[config.mk]
export PLATFORM = sky130hd
export DESIGN_NAME = mem_dbus_flat
export DESIGN_NICKNAME = d
export VERILOG_FILES = /design/src/rtl/mem_dbus_if.sv /design/src/rtl/mem_dbus.sv /design/src/flat_wrapper.sv
export SDC_FILE = /design/constraint.sdc
export NUM_CORES = 1
export LEC_CHECK = 0
export BUFFER_PORTS_ARGS = -buffer_cell sky130_fd_sc_hd__buf_2
export CELL_PAD_IN_SITES_DETAIL_PLACEMENT = 1
export CELL_PAD_IN_SITES_GLOBAL_PLACEMENT = 2
export CORE_MARGIN = 1.5
export CORE_UTILIZATION = 32
export CTS_CLUSTER_SIZE = 20
export DETAILED_ROUTE_END_ITERATION = 8
export PLACE_DENSITY_LB_ADDON = 0.1
export SYNTH_ARGS = -nofsm -noshare
export SYNTH_HDL_FRONTEND = slang
export SYNTH_SLANG_ARGS = --single-unit
[constraint.sdc]
create_clock -name clk -period 7.2 [get_ports clk]
set_input_delay 0.72 -clock clk [delete_from_list [all_inputs] [get_ports clk]]
set_output_delay 0.72 -clock clk [all_outputs]
set_load 0.02 [all_outputs]
[src/rtl/mem_dbus_if.sv]
// Data-bus interface between the memory-access stage (master) and the
// data memory / bus fabric (slave). The request fields are held stable by
// the master from request until acknowledge.
interface mem_dbus_if;
  logic        dbus_req;
  logic        dbus_we;
  logic [31:0] dbus_addr;
  logic [3:0]  dbus_sel;
  logic [31:0] dbus_wdata;
  logic        dbus_ack;
  logic [31:0] dbus_rdata;

  modport master (
    output dbus_req, dbus_we, dbus_addr, dbus_sel, dbus_wdata,
    input  dbus_ack, dbus_rdata
  );

  modport slave (
    input  dbus_req, dbus_we, dbus_addr, dbus_sel, dbus_wdata,
    output dbus_ack, dbus_rdata
  );
endinterface

[src/rtl/mem_dbus.sv]
// Memory-access pipeline stage. Loads and stores run as a req/ack
// transaction on the data bus while stallreq holds the pipeline; every other
// op passes straight through to mem_wb. Byte lanes are big-endian.
// Optional feature macro: ALIGN_EXC_EN -- misaligned accesses raise an
// address-error exception (excepttype_o[12]) instead of being silently
// aligned.
module mem_dbus (
  input  logic              clk,
  input  logic              rst,
  input  logic [4:0]        mem_wd_i,
  input  logic              mem_wreg_i,
  input  logic [31:0]       mem_wdata_i,
  input  logic [7:0]        mem_aluop_i,
  input  logic [31:0]       mem_addr_i,
  input  logic [31:0]       mem_reg2_i,
  input  logic              llbit_i,
  input  logic              stall_mem,
  input  logic              flush,
  mem_dbus_if.master        dbus,
  output logic              stallreq,
  output logic [4:0]        mem_wd,
  output logic              mem_wreg,
  output logic [31:0]       mem_wdata,
  output logic              mem_llbit_we,
  output logic              mem_llbit_value,
  output logic [31:0]       excepttype_o
);

  localparam logic [7:0] OP_LB  = 8'b1110_0000;
  localparam logic [7:0] OP_LBU = 8'b1110_0100;
  localparam logic [7:0] OP_LH  = 8'b1110_0001;
  localparam logic [7:0] OP_LHU = 8'b1110_0101;
  localparam logic [7:0] OP_LW  = 8'b1110_0011;
  localparam logic [7:0] OP_LL  = 8'b1111_0000;
  localparam logic [7:0] OP_SB  = 8'b1110_1000;
  localparam logic [7:0] OP_SH  = 8'b1110_1001;
  localparam logic [7:0] OP_SW  = 8'b1110_1011;
  localparam logic [7:0] OP_SC  = 8'b1111_1000;

  typedef enum logic [1:0] {IDLE, BUSY, DONE, ABORT} state_t;

  state_t state, state_nxt;

  // Bus request registers and the transaction context kept for DONE.
  logic        req_q, we_q;
  logic [31:0] addr_q, wdata_q, rdata_q;
  logic [3:0]  sel_q;
  logic [7:0]  op_q;
  logic [1:0]  off_q;
  logic [4:0]  wd_q;
  logic        wreg_q;

  // Decode of the incoming op.
  logic is_load, is_store, is_mem, is_byte, is_half, is_word;
  logic sc_fail, addr_err, start;
  logic [1:0]  off_eff;
  logic [3:0]  sel_nxt;
  logic [31:0] wdata_nxt;
  logic [31:0] load_data;
  logic [7:0]  byte_q;
  logic [15:0] half_q;

  assign is_load  = (mem_aluop_i == OP_LB) || (mem_aluop_i == OP_LBU) ||
                    (mem_aluop_i == OP_LH) || (mem_aluop_i == OP_LHU) ||
                    (mem_aluop_i == OP_LW) || (mem_aluop_i == OP_LL);
  assign is_store = (mem_aluop_i == OP_SB) || (mem_aluop_i == OP_SH) ||
                    (mem_aluop_i == OP_SW) || (mem_aluop_i == OP_SC);
  assign is_mem   = is_load || is_store;
  assign is_byte  = (mem_aluop_i == OP_LB) || (mem_aluop_i == OP_LBU) ||
                    (mem_aluop_i == OP_SB);
  assign is_half  = (mem_aluop_i == OP_LH) || (mem_aluop_i == OP_LHU) ||
                    (mem_aluop_i == OP_SH);
  assign is_word  = is_mem && !is_byte && !is_half;
  // A store-conditional with a cleared link bit never reaches the bus.
  assign sc_fail  = (mem_aluop_i == OP_SC) && !llbit_i;

`ifdef ALIGN_EXC_EN
  // Misaligned accesses trap; aligned ones use the raw lane offset.
  assign addr_err = is_mem && ((is_half && mem_addr_i[0]) ||
                               (is_word && (mem_addr_i[1:0] != 2'b00)));
  assign off_eff  = mem_addr_i[1:0];
`else
  // Misaligned accesses proceed with the offending low bits cleared.
  assign addr_err = 1'b0;
  assign off_eff  = is_word ? 2'b00 :
                    is_half ? {mem_addr_i[1], 1'b0} : mem_addr_i[1:0];
`endif

  assign start = is_mem && !sc_fail && !addr_err && !flush;

  // Byte-lane select and lane-replicated store data for the incoming op.
  // NOTE: every combinational output gets a default first so no path leaves it unassigned, which would infer a latch.
  always_comb begin
    sel_nxt   = 4'b1111;
    wdata_nxt = mem_reg2_i;
    if (is_byte) begin
      sel_nxt   = 4'b1000 >> off_eff;
      wdata_nxt = {4{mem_reg2_i[7:0]}};
    end else if (is_half) begin
      sel_nxt   = off_eff[1] ? 4'b0011 : 4'b1100;
      wdata_nxt = {2{mem_reg2_i[15:0]}};
    end
  end

  // State register.
  // NOTE: asynchronous reset sits in the sensitivity list; sequential state uses non-blocking assignments only.
  always_ff @(posedge clk or posedge rst) begin
    if (rst) state <= IDLE;
    else     state <= state_nxt;
  end

  // Next-state logic.
  always_comb begin
    state_nxt = state;
    case (state)
      IDLE:  if (start) state_nxt = BUSY;
      BUSY: begin
        if (flush && dbus.dbus_ack) state_nxt = IDLE;
        else if (flush)             state_nxt = ABORT;
        else if (dbus.dbus_ack)     state_nxt = DONE;
      end
      DONE:  if (flush || !stall_mem) state_nxt = IDLE;
      ABORT: if (dbus.dbus_ack) state_nxt = IDLE;
      default: state_nxt = IDLE;
    endcase
  end

  // Bus request registers and captured transaction context.
  always_ff @(posedge clk or posedge rst) begin
    if (rst) begin
      req_q   <= 1'b0;
      we_q    <= 1'b0;
      addr_q  <= '0;
      sel_q   <= '0;
      wdata_q <= '0;
      rdata_q <= '0;
      op_q    <= '0;
      off_q   <= '0;
      wd_q    <= '0;
      wreg_q  <= 1'b0;
    end else begin
      if (state == IDLE && start) begin
        req_q   <= 1'b1;
        we_q    <= is_store;
        addr_q  <= {mem_addr_i[31:2], 2'b00};
        sel_q   <= sel_nxt;
        wdata_q <= wdata_nxt;
        op_q    <= mem_aluop_i;
        off_q   <= off_eff;
        wd_q    <= mem_wd_i;
        wreg_q  <= mem_wreg_i;
      end
      if ((state == BUSY || state == ABORT) && dbus.dbus_ack) begin
        req_q <= 1'b0;
        if (state == BUSY) rdata_q <= dbus.dbus_rdata;
      end
    end
  end

  assign dbus.dbus_req   = req_q;
  assign dbus.dbus_we    = we_q;
  assign dbus.dbus_addr  = addr_q;
  assign dbus.dbus_sel   = sel_q;
  assign dbus.dbus_wdata = wdata_q;

  // Lane extraction and sign/zero extension of the captured read data.
  always_comb begin
    case (off_q)
      2'd0:    byte_q = rdata_q[31:24];
      2'd1:    byte_q = rdata_q[23:16];
      2'd2:    byte_q = rdata_q[15:8];
      default: byte_q = rdata_q[7:0];
    endcase
    half_q = off_q[1] ? rdata_q[15:0] : rdata_q[31:16];
    case (op_q)
      OP_LB:   load_data = {{24{byte_q[7]}}, byte_q};
      OP_LBU:  load_data = {24'h0, byte_q};
      OP_LH:   load_data = {{16{half_q[15]}}, half_q};
      OP_LHU:  load_data = {16'h0, half_q};
      default: load_data = rdata_q;
    endcase
  end

  // Outputs toward mem_wb and ctrl.
  always_comb begin
    stallreq        = 1'b0;
    mem_wd          = '0;
    mem_wreg        = 1'b0;
    mem_wdata       = '0;
    mem_llbit_we    = 1'b0;
    mem_llbit_value = 1'b0;
    excepttype_o    = '0;
    if (!rst) begin
      case (state)
        IDLE: begin
          if (flush) begin
            // flushed op becomes a NOP
          end else if (addr_err) begin
            excepttype_o[12] = 1'b1;
            mem_wd           = mem_wd_i;
          end else if (sc_fail) begin
            mem_wd   = mem_wd_i;
            mem_wreg = mem_wreg_i;
          end else if (is_mem) begin
            stallreq = 1'b1;
            mem_wd   = mem_wd_i;
          end else begin
            mem_wd    = mem_wd_i;
            mem_wreg  = mem_wreg_i;
            mem_wdata = mem_wdata_i;
          end
        end
        BUSY, ABORT: stallreq = 1'b1;
        DONE: begin
          if (!flush) begin
            mem_wd = wd_q;
            if (op_q == OP_SC) begin
              mem_wdata    = 32'd1;
              mem_wreg     = 1'b1;
              mem_llbit_we = 1'b1;
            end else if (!we_q) begin
              mem_wreg  = wreg_q;
              mem_wdata = load_data;
              if (op_q == OP_LL) begin
                mem_llbit_we    = 1'b1;
                mem_llbit_value = 1'b1;
              end
            end
          end
        end
        default: stallreq = 1'b0;
      endcase
    end
  end

endmodule

[src/flat_wrapper.sv]
// flat-port wrapper written by rule: the top's interface ports become plain ports
module mem_dbus_flat 
  (clk, rst, mem_wd_i, mem_wreg_i, mem_wdata_i, mem_aluop_i, mem_addr_i, mem_reg2_i, llbit_i, stall_mem, flush, stallreq, mem_wd, mem_wreg, mem_wdata, mem_llbit_we, mem_llbit_value, excepttype_o, dbus_dbus_req, dbus_dbus_we, dbus_dbus_addr, dbus_dbus_sel, dbus_dbus_wdata, dbus_dbus_ack, dbus_dbus_rdata);
  mem_dbus_if dbus_i ();
  input  logic clk;
  input  logic rst;
  input  logic [4:0] mem_wd_i;
  input  logic mem_wreg_i;
  input  logic [31:0] mem_wdata_i;
  input  logic [7:0] mem_aluop_i;
  input  logic [31:0] mem_addr_i;
  input  logic [31:0] mem_reg2_i;
  input  logic llbit_i;
  input  logic stall_mem;
  input  logic flush;
  output logic stallreq;
  output logic [4:0] mem_wd;
  output logic mem_wreg;
  output logic [31:0] mem_wdata;
  output logic mem_llbit_we;
  output logic mem_llbit_value;
  output logic [31:0] excepttype_o;
  output wire logic [$bits(dbus_i.dbus_req)-1:0] dbus_dbus_req;
  output wire logic [$bits(dbus_i.dbus_we)-1:0] dbus_dbus_we;
  output wire logic [$bits(dbus_i.dbus_addr)-1:0] dbus_dbus_addr;
  output wire logic [$bits(dbus_i.dbus_sel)-1:0] dbus_dbus_sel;
  output wire logic [$bits(dbus_i.dbus_wdata)-1:0] dbus_dbus_wdata;
  input wire logic [$bits(dbus_i.dbus_ack)-1:0] dbus_dbus_ack;
  input wire logic [$bits(dbus_i.dbus_rdata)-1:0] dbus_dbus_rdata;
  assign dbus_dbus_req = dbus_i.dbus_req;
  assign dbus_dbus_we = dbus_i.dbus_we;
  assign dbus_dbus_addr = dbus_i.dbus_addr;
  assign dbus_dbus_sel = dbus_i.dbus_sel;
  assign dbus_dbus_wdata = dbus_i.dbus_wdata;
  assign dbus_i.dbus_ack = dbus_dbus_ack;
  assign dbus_i.dbus_rdata = dbus_dbus_rdata;
  mem_dbus u_core (.clk(clk), .rst(rst), .mem_wd_i(mem_wd_i), .mem_wreg_i(mem_wreg_i), .mem_wdata_i(mem_wdata_i), .mem_aluop_i(mem_aluop_i), .mem_addr_i(mem_addr_i), .mem_reg2_i(mem_reg2_i), .llbit_i(llbit_i), .stall_mem(stall_mem), .flush(flush), .dbus(dbus_i), .stallreq(stallreq), .mem_wd(mem_wd), .mem_wreg(mem_wreg), .mem_wdata(mem_wdata), .mem_llbit_we(mem_llbit_we), .mem_llbit_value(mem_llbit_value), .excepttype_o(excepttype_o));
endmodule
==> parameters.txt <==
Parameter                              Value

Run status
  Run status ... complete, no violations

Detailed routing
  Drt total wl ... roughly 20 mm
  Post-DR vias/cell ... ~4.9
  Via total after detailed routing ... around 5,300
  Remaining number of nets flagged by the antenna check after routing ... 0
  Routed length per placed instance ... around 19 um
  Number of iterations in the first detailed-routing pass ... 4
  DRC violation count after routing ... 0
  Detailed Route Iter0 Violations ... 137

Power and ir drop
  Total power ... approximately 2.6 mW
  Static Leakage ... 4.42 nW
  PwrDens ... ~300 nW/um2
  Highest ir drop seen on vdd ... ~0.15 mV

Clock tree
  Latest clock arrival within the worst-skew pair ... 0.42 ns
  Clock buffer depth ... 2
  Clock tree root driver cell ... clkbuf_16
  TritonCTS clock tree ... yes
  Number of buffers created by CTS ... 17
  Clock Pin Slew Worst Setup and Hold Paths ... 0.06 ns
  CTS sink count ... 118
  Cts repair resizes ... 0
  Number of levels the H-tree was split into ... 4
  Hold_buf cts ... 0
  Post-CTS setup buffer count ... 0

Logic synthesis
  Area fraction of the dominant cell type after synthesis ... 0.443
  Yosys top cell by area ... dfrtp_1
  Share of synthesized flip-flops with an asynchronous set or reset ... 1.00
  Xor/xnor cell area share of the yosys netlist ... 0
  Largest family of logic cells by synthesized area ... multiplexers
  Synth Area in Adders ... 0
  Proportion of synthesized chip area in sequential cells ... 0.443
  Portion of netlist area occupied by mux cells ... 0.301
  Most instantiated flip-flop cell in the synthesis netlist ... dfrtp_1
  Mapped Area ... around 6700 um2
  Compound-Gate Fraction of Synth Area ... 0.119
  Distinct cells, synth ... 47
  Most area-consuming cells after synthesis ... dfrtp_1 44%, mux2_2 11%, mux2_4 9.9%
  Dominant cell by count in the synthesized netlist ... dfrtp_1
  Simple-gate portion of the synthesized area ... 0.0607
  Count of yosys warnings during synthesis ... 0
  Number of synthesized flops with an enable pin ... 0
  Cells after synthesis ... 558
  Mean instance size in the synthesized netlist ... 11.9 um2
  Synth top cells by count ... 118 x dfrtp_1, 65 x mux2_2, 45 x mux2_1
  Flip-flop and latch count after synthesis ... 118

STA
  Setup repair after global routing missed its margin ... false
  Final hold vios ... 0
  TNS Setup ... 0 ns
  Slew at the pin closest to its max-slew limit ... roughly 1.1 ns
  Peak Freq ... 269 MHz
  Clk_skew ... 0.0134 ns
  Setup violation total in the final timing report ... 0
  Number of pins exceeding their max-slew limit in the final report ... 0
  Post-layout minimum cycle time ... 3.72 ns
  Part of the cycle the worst path needs ... 0.517
  Max-slew headroom ... 0.252

Setup path
  Kind of start point of the critical path ... register
  Last element of the critical path ... mem_wdata[0]
  Number of cell instances on the worst register-to-register path ... 4
  Crit Reg-Reg Endpoint ... u_core.dbus.dbus_addr[16]$_DFFE_PP0P_
  Internal reg-to-reg setup slack ... 4.89 ns
  Endpoint required time on the critical path ... 6.48 ns
  Largest fanout on the critical path ... 21
  Critical Path Source ... u_core.op_q[0]$_DFFE_PP0P_
  Slowest cell delay on critical path ... 0.97 ns
  Slowest-stage cell, CP ... nor2_1
  Reg2reg start ... u_core.state[1]$_DFFE_PP0P_
  Crit-path cells ... nor2_1 -> mux2_2 -> o211ai_1 -> o2bb2ai_1 -> buf_2
  Category of the most critical setup path ... register to output port
  Data arrival time at the worst-slack endpoint ... ~3.0 ns
  Endpoint kind of the worst setup timing path ... output port

GRT
  Maximum number of pins on one net before global-route repair ... 82
  GR Overflow Total ... 0
  Wire length of the first global-routing pass ... approximately 32 mm
  GR Util All Layers ... 0.189
  Via count of the first global-routing pass ... approximately 5,700
  Initial antenna violation count ... 2

Place
  Detailed placement HPWL ... 14.8 mm
  Cell count after placement ... 1,052
  Final weighted congestion of routability-driven global placement ... 0.762
  Number of port buffers ... 256

Finish
  Layout cell share with drive strength beyond 1 ... 0.510
  Non-filler instance count after layout ... 1,085
  Utilization after layout ... 0.426
  Number of nets in the layout ... 949
  Filler Cells Inserted ... approximately 2,300
  Synth-to-Final Area Change ... 29.8%

Die
  I/O pin cnt ... 291
  Effective utilization at floorplan ... 0.328
  Area of the die ... roughly 22,000 um2
  Height of the chip ... 147 um
  Floorplan die width ... 147 um
  Core region area ... 20,300 um2
  Total number of placement rows ... 52

Hold path
  Hold crit path type ... input pin to async pin

Run
  Max capacitance violation total ... 0
how the worst min path moves through the flow:
stage                                     startpoint                                     to  cells past startpoint
CTS                                              rst  u_core.dbus.dbus_addr[23]$_DFFE_PP0P_                      2
global placement    u_core.dbus.dbus_req$_DFFE_PP0P_       u_core.dbus.dbus_req$_DFFE_PP0P_                      2
global route                                     rst  u_core.dbus.dbus_addr[23]$_DFFE_PP0P_                      2
finish                                           rst             u_core.wd_q[3]$_DFFE_PP0P_                      2
floorplan                 u_core.op_q[5]$_DFFE_PP0P_             u_core.op_q[5]$_DFFE_PP0P_                      1
detailed placement  u_core.dbus.dbus_req$_DFFE_PP0P_       u_core.dbus.dbus_req$_DFFE_PP0P_                      2
through the flow:
stage          hold slack, ns  setup WS [ns]  cell area [um2]
6_report                0.372           3.48             8650
5_1_grt                 0.389           3.32             8650
4_1_cts                 0.374           3.48             8650
3_5_place_dp            0.466           3.77             8030
3_3_place_gp            0.458           3.86             8030
2_1_floorplan           0.449           3.35             6790
worst max-delay path, delay by kind of cell (launching register included):
family          cells  cell delay, ns
simple gates        1            0.97
buf+inv             1            0.17
mux                 1            0.42
flops               1            0.64
compound gates      2            0.38
per-layer routing:
metal	wire length (um)	share of wire	up-vias	GRT usage
met3	1390	0.068	18	0.0590
li1	-	-	2444	-
met5	7	0.00034	-	0
met2	10300	0.51	192	0.329
met4	218	0.011	2	0.0485
met1	8420	0.41	2641	0.226
final cells by class:
cell class / instances / area, um2 / share of cell area
antenna: 1 / 2.50 / 0.000289
sequential: 118 / 2950 / 0.341
multi-input combinational: 388 / 3350 / 0.388
inverter: 13 / 51.3 / 0.00593
clock buffer: 18 / 429 / 0.0496
timing repair buffer: 263 / 1330 / 0.154
tap: 270 / 338 / 0.0391
clock inverter: 14 / 188 / 0.0217
registers in the layout, indices dropped and copies added, names as in the netlist:
| signal | count |
|---|---|
| u_core.dbus.dbus_wdata | 32 |
| u_core.rdata_q | 32 |
| u_core.dbus.dbus_addr | 30 |
| u_core.op_q | 8 |
| u_core.wd_q | 5 |
| u_core.dbus.dbus_sel | 4 |
| u_core.off_q | 2 |
| u_core.state | 2 |
| u_core.dbus.dbus_req | 1 |
| u_core.dbus.dbus_we | 1 |
| u_core.wreg_q | 1 |
placed cells by master, fill, tap and decap left out, types with 17 or more instances in the layout:
| master | n |
|---|---|
| buf_2 | 256 |
| clkbuf_16 | 17 |
| conb_1 | 34 |
| dfrtp_1 | 118 |
| mux2_1 | 45 |
| mux2_2 | 65 |
| mux2_4 | 44 |
| nand2_1 | 20 |
| o21ai_0 | 36 |
| o2bb2ai_1 | 24 |
power breakdown:
| group | internal, mW | switching (mW) |
|---|---|---|
| clock | 0.554 | 0.343 |
| combinational | 0.325 | 0.373 |
| sequential | 0.829 | 0.151 |
kinds of logic after synthesis:
logic type | after synthesis
AOI/OAI and AO/OA | 112
buffers and inverters | 85
muxes | 163
other | 1
DFF | 118
and+or+nand+nor | 79
Power figures use the tool's default switching activity.
